### src/rtl/pipeline_pkg.sv
// Shared encodings for the pipeline hazard unit.
// Forward selects, load result tag, memory FSM states.
package pipeline_pkg;

  localparam logic [1:0] FWD_RF = 2'b00;
  localparam logic [1:0] FWD_W  = 2'b01;
  localparam logic [1:0] FWD_M  = 2'b10;

  localparam logic [1:0] RESULT_LOAD = 2'b01;

  typedef enum logic {
    MEM_IDLE = 1'b0,
    MEM_WAIT = 1'b1
  } memState_t;

  // Youngest in-flight writer wins; x0 is never forwarded.
  function automatic logic [1:0] fwdSel(
    input logic [4:0] rs,
    input logic [4:0] rdM,
    input logic       wrM,
    input logic [4:0] rdW,
    input logic       wrW
  );
    logic [1:0] sel;
    sel = FWD_RF;
    if (wrM && (rdM != 5'd0) && (rdM == rs))
      sel = FWD_M;
    else if (wrW && (rdW != 5'd0) && (rdW == rs))
      sel = FWD_W;
    return sel;
  endfunction

endpackage

### src/rtl/mem_wait_fsm.sv
// Data-memory wait tracker: freezes the pipe while
// memory is busy and aborts after a bounded wait.
module mem_wait_fsm
  import pipeline_pkg::*;
#(
  parameter int TIMEOUT = 64
) (
  input  logic clk,
  input  logic rst_n,
  input  logic dmem_req,
  input  logic dmem_ready,
  output logic freeze,
  output logic mem_err
);

  localparam int WW = $clog2(TIMEOUT + 1);

  memState_t      state;
  memState_t      stateNext;
  logic [WW-1:0]  waitCnt;
  logic [WW-1:0]  waitCntNext;
  logic           memErr;
  logic           memErrNext;
  logic           timeoutHit;

  // State, wait counter and sticky error register
  always_ff @(posedge clk or negedge rst_n) begin
    if (!rst_n) begin
      state   <= MEM_IDLE;
      waitCnt <= '0;
      memErr  <= 1'b0;
    end else begin
      state   <= stateNext;
      waitCnt <= waitCntNext;
      memErr  <= memErrNext;
    end
  end

  // Next state and Mealy freeze
  always_comb begin
    stateNext   = state;
    waitCntNext = waitCnt;
    memErrNext  = memErr;
    freeze      = 1'b0;
    timeoutHit  = (state == MEM_WAIT) &&
                  (waitCnt == WW'(TIMEOUT - 1));
    unique case (state)
      MEM_IDLE: begin
        if (dmem_req && !dmem_ready) begin
          stateNext   = MEM_WAIT;
          waitCntNext = WW'(1);
          freeze      = 1'b1;
        end
      end
      MEM_WAIT: begin
        if (dmem_ready) begin
          stateNext   = MEM_IDLE;
          waitCntNext = '0;
        end else if (timeoutHit) begin
          stateNext   = MEM_IDLE;
          waitCntNext = '0;
          memErrNext  = 1'b1;
        end else begin
          waitCntNext = waitCnt + WW'(1);
          freeze      = 1'b1;
        end
      end
      default: begin
        stateNext   = MEM_IDLE;
        waitCntNext = '0;
      end
    endcase
  end

  assign mem_err = memErr;

endmodule

### src/rtl/hazard_ctrl.sv
// Pipeline hazard unit: forwarding, load-use stall,
// control flush, memory freeze and perf counters.
module hazard_ctrl
  import pipeline_pkg::*;
#(
  parameter int TIMEOUT = 64,
  parameter int CNT_W   = 32
) (
  input  logic             clk,
  input  logic             rst_n,
  input  logic [4:0]       Rs1D,
  input  logic [4:0]       Rs2D,
  input  logic [4:0]       Rs1E,
  input  logic [4:0]       Rs2E,
  input  logic [4:0]       RdE,
  input  logic [4:0]       RdM,
  input  logic [4:0]       RdW,
  input  logic             RegWriteM,
  input  logic             RegWriteW,
  input  logic [1:0]       ResultSrcE,
  input  logic             PCSrcE,
  input  logic             dmem_req,
  input  logic             dmem_ready,
  output logic [1:0]       ForwardAE,
  output logic [1:0]       ForwardBE,
  output logic             StallF,
  output logic             StallD,
  output logic             StallE,
  output logic             StallM,
  output logic             FlushD,
  output logic             FlushE,
  output logic             FlushW,
  output logic             mem_err,
  output logic [CNT_W-1:0] stall_cnt,
  output logic [CNT_W-1:0] flush_cnt
);

  logic freeze;
  logic lwStall;
  logic frz;
  logic redirect;
  logic loadHold;

  mem_wait_fsm #(
    .TIMEOUT (TIMEOUT)
  ) uMemWait (
    .clk        (clk),
    .rst_n      (rst_n),
    .dmem_req   (dmem_req),
    .dmem_ready (dmem_ready),
    .freeze     (freeze),
    .mem_err    (mem_err)
  );

  // Load in E feeding a source of the instruction in D
  always_comb begin
    lwStall = (ResultSrcE == RESULT_LOAD) &&
              (RdE != 5'd0) &&
              ((RdE == Rs1D) || (RdE == Rs2D));
  end

  // Exclusive control cases: freeze > redirect > load-use
  always_comb begin
    frz      = rst_n && freeze;
    redirect = rst_n && !freeze && PCSrcE;
    loadHold = rst_n && !freeze && !PCSrcE && lwStall;
  end

  // Forward selects and stage stall/flush controls
  always_comb begin
    ForwardAE = FWD_RF;
    ForwardBE = FWD_RF;
    StallF    = 1'b0;
    StallD    = 1'b0;
    StallE    = 1'b0;
    StallM    = 1'b0;
    FlushD    = 1'b1;
    FlushE    = 1'b1;
    FlushW    = 1'b1;
    if (rst_n) begin
      ForwardAE = fwdSel(Rs1E, RdM, RegWriteM,
                         RdW, RegWriteW);
      ForwardBE = fwdSel(Rs2E, RdM, RegWriteM,
                         RdW, RegWriteW);
    end
    unique case (1'b1)
      !rst_n: begin
      end
      frz: begin
        StallF = 1'b1;
        StallD = 1'b1;
        StallE = 1'b1;
        StallM = 1'b1;
        FlushD = 1'b0;
        FlushE = 1'b0;
        FlushW = 1'b1;
      end
      redirect: begin
        FlushD = 1'b1;
        FlushE = 1'b1;
        FlushW = 1'b0;
      end
      loadHold: begin
        StallF = 1'b1;
        StallD = 1'b1;
        FlushD = 1'b0;
        FlushE = 1'b1;
        FlushW = 1'b0;
      end
      default: begin
        FlushD = 1'b0;
        FlushE = 1'b0;
        FlushW = 1'b0;
      end
    endcase
  end

  // Stall and redirect performance counters
  always_ff @(posedge clk or negedge rst_n) begin
    if (!rst_n) begin
      stall_cnt <= '0;
      flush_cnt <= '0;
    end else begin
      if (freeze || (lwStall && !PCSrcE))
        stall_cnt <= stall_cnt + CNT_W'(1);
      if (PCSrcE && !freeze)
        flush_cnt <= flush_cnt + CNT_W'(1);
    end
  end

endmodule

### config.mk
export PLATFORM = sky130hd
export DESIGN_NAME = hazard_ctrl
export DESIGN_NICKNAME = d
export VERILOG_FILES = /design/src/rtl/pipeline_pkg.sv /design/src/rtl/mem_wait_fsm.sv /design/src/rtl/hazard_ctrl.sv
export SDC_FILE = /design/constraint.sdc
export NUM_CORES = 1
export LEC_CHECK = 0
export BUFFER_PORTS_ARGS = -buffer_cell sky130_fd_sc_hd__buf_4
export CAP_MARGIN = 25
export CELL_PAD_IN_SITES_DETAIL_PLACEMENT = 0
export CELL_PAD_IN_SITES_GLOBAL_PLACEMENT = 1
export CORE_MARGIN = 2
export CORE_UTILIZATION = 44
export CTS_BUF_LIST = sky130_fd_sc_hd__clkbuf_4 sky130_fd_sc_hd__clkbuf_8
export DETAILED_ROUTE_END_ITERATION = 16
export PLACE_DENSITY_LB_ADDON = 0.1
export SETUP_SLACK_MARGIN = 0.5
export SYNTH_ARGS = -nofsm -noshare
export SYNTH_HDL_FRONTEND = slang
export SYNTH_SLANG_ARGS = --single-unit
### constraint.sdc
create_clock -name clk -period 4.55 [get_ports clk]
set_input_delay 0.91 -clock clk [delete_from_list [all_inputs] [get_ports clk]]
set_output_delay 0.91 -clock clk [all_outputs]
set_load 0.05 [all_outputs]
---- Yosys cells after proc, flatten, opt, wreduce, memory -nomap -nowiden ----
Index checks and enable logic that the tools add are counted.
word-level totals
  input port bits ......................... 44
  register bits after elaboration ......... 73
  output and inout port bits .............. 76
cells by class
  reduce and logical (&&, ||, !) cells .... 31
  muxes and demuxes ....................... 19
  equality and inequality tests ........... 9
  add/subtract/negate cells ............... 3
  bitwise gates (word level) .............. 2
operator list
  operator                                                                  count
  32-bit by 1-bit adder with 32-bit output (second input constant)          2
  5-bit equality test                                                       6
  7-bit 2-to-1 mux                                                          3
  1-bit logical AND                                                         17
  5-bit nonzero test                                                        3
  7-bit case mux with 2 select lines                                        1
  1-bit 2-to-1 mux                                                          10
  2-bit 2-to-1 mux                                                          4
  7-bit by 1-bit adder with 7-bit output (second input constant)            1
  7-bit by 6-bit equality test with 1-bit output (second input constant)    1
  2-bit OR reduction                                                        3
  1-bit zero test                                                           4
  3-bit AND reduction                                                       1
  3-bit OR reduction                                                        1
  2-bit by 1-bit equality test with 1-bit output (second input constant)    1
  1-bit logical OR                                                          2
  2-bit by 1-bit inequality test with 1-bit output (second input constant)  1
  1-bit inverter                                                            2
  1-bit case mux with 2 select lines                                        1

---- Depth between registers and ports, before layout ----
  depth after elaboration ................. 11
  depth in mapped cells ................... 8

---- Cells and area by module ----
From an unflattened synthesis, not the netlist that was laid out.
unflattened totals
  cell total of the unflattened synthesis .. 359
  area, all modules ....................... 3813.7 um^2
by module, submodules not included
  module        instances  area each (um^2)  cells each  sequential area each (um^2)
  hazard_ctrl   1          3362.0            315         1601.5
  mem_wait_fsm  1          451.7             44          225.2

---- Worst setup path after synthesis ----
Ideal clock, no wire load.
  path type ............................... input -> output
  from .................................... in RdM[1]
  to ...................................... out ForwardAE[0]
  stages .................................. 4
  path slack .............................. 0.379 ns
  data arrival time ....................... 3.261 ns
  required time ........................... 3.640 ns
  buffers on the path ..................... 0
  cells stage by stage .................... or4_1 -> o21ai_0 -> nor4_1 -> nor4_1
between the ends
  word-level cells in the longest chain between the ends .. 5
  elaborated cells between the ends (all ways) .. 6
  those cells by class .................... eq/ne: 1; mux: 2; reduce/logical: 3
RTL lines
  element                RTL line            text
  start: declaration     hazard_ctrl.sv:16   input logic [4:0] RdM,
  5-bit nonzero test     pipeline_pkg.sv:26  if (wrM && (rdM != 5'd0) && (rdM == rs))
  1-bit logical AND      pipeline_pkg.sv:26
  1-bit logical AND (*)  pipeline_pkg.sv:26
  2-bit 2-to-1 mux (*)   pipeline_pkg.sv:26
  2-bit 2-to-1 mux (*)   hazard_ctrl.sv:80   if (rst_n) begin
  end: declaration       hazard_ctrl.sv:24   output logic [1:0] ForwardAE,
Mark *: on every way between the ends. The rest lies on a longest branch, timed or not.

---- Worst setup path in the final report ----
  from .................................... reg uMemWait.waitCnt[0]
  to ...................................... out FlushE
between the ends
  word-level cells in the longest chain between the ends .. 11
  elaborated cells between the ends (all ways) .. 12
  those cells by class .................... eq/ne: 1; mux: 4; reduce/logical: 7
RTL lines
  element                                             RTL line                              text
  start: declaration                                  mem_wait_fsm.sv:20                    logic [WW-1:0] waitCnt;
  start signal: assignment                            mem_wait_fsm.sv:34                    waitCnt <= waitCntNext;
  7-bit by 6-bit equality test with 1-bit output (*)  mem_wait_fsm.sv:46                    (waitCnt == WW'(TIMEOUT - 1));
  1-bit logical AND (*)                               mem_wait_fsm.sv:45                    timeoutHit = (state == MEM_WAIT) &&
  1-bit 2-to-1 mux (*)                                mem_wait_fsm.sv:59                    end else if (timeoutHit) begin
  1-bit 2-to-1 mux (*)                                mem_wait_fsm.sv:56                    if (dmem_ready) begin
  1-bit case mux with 2 select lines (*)              mem_wait_fsm.sv:47                    unique case (state)
  named net freeze                                    hazard_ctrl.sv:38                     logic freeze;
  1-bit zero test (*)                                 hazard_ctrl.sv:65, hazard_ctrl.sv:66
  1-bit logical AND (*)                               hazard_ctrl.sv:65, hazard_ctrl.sv:66
  1-bit logical AND (2 in a row)                      hazard_ctrl.sv:66                     loadHold = rst_n && !freeze && !PCSrcE && lwStall;
  3-bit OR reduction (no source line) (*)             --
  1-bit 2-to-1 mux (*)                                hazard_ctrl.sv:86                     unique case (1'b1)
  end: declaration                                    hazard_ctrl.sv:31                     output logic FlushE,
Mark *: on every way through the listed nets, which the timed path passes. The rest lies on a longest branch.

==> flow_summary.json <==
{
  "drt-total-wl_um": 11700,
  "status": "complete, no violations",
  "grt_pass1_vias": 4075,
  "synthDistinctLibCells": 52,
  "tightest_slew_ns": 0.764,
  "yosysTopAreaCellShare": 0.402,
  "antenna_found_initial": 0,
  "drc": 0,
  "synth_edf_count": 0,
  "die_area_mm2": 0.0112,
  "ys_dominant_reg_cell": "dfrtp_1",
  "crit_chain": "ha_1 > nand4_1 > o21ai_4 > clkinv_1 > o21ai_0 > buf_4",
  "r2r_end": "stall_cnt[29]$_DFFE_PN0P_",
  "port_buffers": 119,
  "cts_resized": 0,
  "n_antenna_cell": 0,
  "syn_nets": 562,
  "async_flop_share": 1.00,
  "setup_viol": 0,
  "start_util": 0.446,
  "syn_inst": 515,
  "reg2reg_from": "uMemWait.waitCnt[0]$_DFFE_PN0P_",
  "ant_nets": 0,
  "grt_use_total": 0.216,
  "rsz0062_at_grt": "false",
  "netlist_top_cells_count": "73 x dfrtp_1, 53 x nand3_1, 40 x xnor2_1, 33 x nand2_1, 33 x xor2_1",
  "startpoint_type": "flop",
  "num_vias": 4300,
  "row_count": 37,
  "syn_area_mm2": 0.00454,
  "ys_seq_area_frac": 0.402,
  "synth_seq_cells": 73,
  "clockRootBuffer": "clkbuf_8",
  "finalMaxSlewViolations": 0,
  "utilization": 0.567,
  "worst_setup_path_end_kind": "output port",
  "hp-class": "flop to flop",
  "avgSynthCellArea_um2": 8.82,
  "drt_iter0_markers": 305,
  "hold_violations": 0,
  "die_x_um": 106,
  "hold_start": "flush_cnt[31]$_DFFE_PN0P_",
  "synth_most_common_cell": "dfrtp_1",
  "n_fill_cell": 941,
  "fin_setup_tns_ns": 0,
  "hold_end": "flush_cnt[31]$_DFFE_PN0P_",
  "cp.required_ns": 3.64,
  "r2r_slack_ns": 1.74,
  "fin_crit_sh": 0.759,
  "clock_latency_ns": 0.36,
  "cts_inserted_buffers": 9,
  "leakage_nw": 2.50,
  "dr.pass1.iters": 4,
  "grt_pass1_wl_um": 19700,
  "flow.area_growth_from_synthesis_pct": 27.1,
  "synthTopCellsByArea": "dfrtp_1 40%, xnor2_1 7.7%, xor2_1 6.4%, nand3_1 5.8%, nor4_1 4.1%",
  "wl_per_cell_um": 15.5,
  "io_pins": 120,
  "cts_max_level": 3,
  "synth_warnings": 0,
  "synth_area_leader_cell": "dfrtp_1",
  "fin_skew_ns": 0.00666,
  "fin_nets": 663,
  "hold_depth": 1,
  "clkTransAtPathRegs_ns": 0.08,
  "hpwl_um": 8140,
  "max-vdd-ir-drop_mv": 0.334,
  "cts_tree": "built",
  "r2r_cells": 7,
  "post_cts_buffers": 0,
  "critPathMaxFanout": 10,
  "cts_buffer_depth": 2,
  "slowest_delay_ns": 0.41,
  "critical_path_class": "flop to output port",
  "dieHeight_um": 106,
  "total_power_mw": 2.54,
  "via_per_inst": 5.68,
  "gr-total-overflow": 0,
  "holdWs_ns": 0.483,
  "core_area_mm2": 0.0102,
  "cp.arrival_ns": 2.54,
  "maxSlewHeadroom": 0.489,
  "slowest_stage": "clkinv_1",
  "drv_cap": 0,
  "max_clock_freq_mhz": 289,
  "holdBufCountCts": 0,
  "grt_max_degree": 48,
  "powerDensity_mw_per_mm2": 440,
  "period_needed_ns": 3.45,
  "layout-drive-gt1-share": 0.253,
  "cts_sinks": 73,
  "gp_congestion": 0.790
}
[worst max-delay path by stage]
stage / slack [ns] / from / endpoint / cells after the start
3_3_place_gp: 1.11 / RdE[0] / StallD / 8
5_1_grt: 0.86 / uMemWait.waitCnt[0]$_DFFE_PN0P_ / FlushE / 6
6_report: 1.10 / uMemWait.waitCnt[0]$_DFFE_PN0P_ / FlushE / 6
3_5_place_dp: 1.09 / RdE[0] / StallF / 8
2_1_floorplan: 0.65 / RdE[4] / FlushE / 6
4_1_cts: 1.06 / uMemWait.waitCnt[0]$_DFFE_PN0P_ / FlushE / 6
[layer usage]
metal / part of all wire / global-route usage / wire length [um] / vias to the layer above
li1: - / - / - / 2090
met5: 0 / 0 / 0 / -
met2: 0.47 / 0.349 / 5510 / 121
met4: 0.020 / 0.0818 / 231 / 0
met3: 0.042 / 0.0346 / 494 / 18
met1: 0.47 / 0.292 / 5480 / 2071
[layout make-up]
class,count,area (um^2),share of cell area
repair buffers,125,938,0.162
inverters,13,48.8,0.00845
flip-flops and latches,73,1830,0.316
clock buffers,10,131,0.0227
multi-input cells,394,2550,0.441
well taps,136,170,0.0295
clock inverters,6,115,0.0199
[critical path: cells and delay by family, from the launching register on]
kind	cells	cell delay (ns)
compound gates	2	0.68
fa+ha+maj	1	0.22
buf+inv	2	0.64
flops	1	0.40
simple gates	1	0.24
[logic make-up after synthesis]
logic type	Yosys count	share of synthesized area
compound gates	80	0.117
xor+xnor	73	0.141
fa+ha+maj	3	0.00826
buf+inv	48	0.0452
flops	73	0.402
mux	2	0.00496
simple gates	236	0.282
[flip-flops by register name, indices dropped and copies added (netlist names)]
register	flops
uMemWait.state	1
stall_cnt	32
uMemWait.waitCnt	7
flush_cnt	32
uMemWait.mem_err	1
[report_power, final]
| group | total, mW | switching, mW | internal [mW] |
|---|---|---|---|
| sequential | 0.881 | 0.148 | 0.734 |
| combinational | 1.02 | 0.680 | 0.340 |
| clock | 0.637 | 0.264 | 0.373 |
| total | 2.54 | 1.09 | 1.45 |
[per-stage QoR]
| step | cell area [um^2] | cells | setup slack (ns) |
|---|---|---|---|
| after floorplan | 4560 | 515 | 0.653 |
| after global placement | 5530 | 741 | 1.11 |
| after detailed placement | 5530 | 741 | 1.09 |
| after CTS | 5780 | 757 | 1.06 |
| after global routing | 5780 | 757 | 0.863 |
| final | 5780 | 757 | 1.10 |
[cells in the final DEF (no fill, tap or decap), drive strengths merged, types with 2 or more instances in the layout]
cell type	instances
inv	13
nor2b	5
clkinv	2
nor4	30
or4	12
or2	7
clkbuf	10
ha	3
xor2	33
a221oi	7
dfrtp	73
and3	7
nand4	18
mux2	2
o211ai	12
a31oi	6
o311ai	2
nor3b	2
nor2	25
nand2b	4
nand3	54
and4	2
nor3	20
o21ai	21
o21a	6
a21oi	12
nand2	33
and2	7
o31ai	5
nor4b	4
buf	125
o22ai	2
xnor2	40
or3	4
bufinv	3
Note: power is estimated with default switching activity, not from simulation.
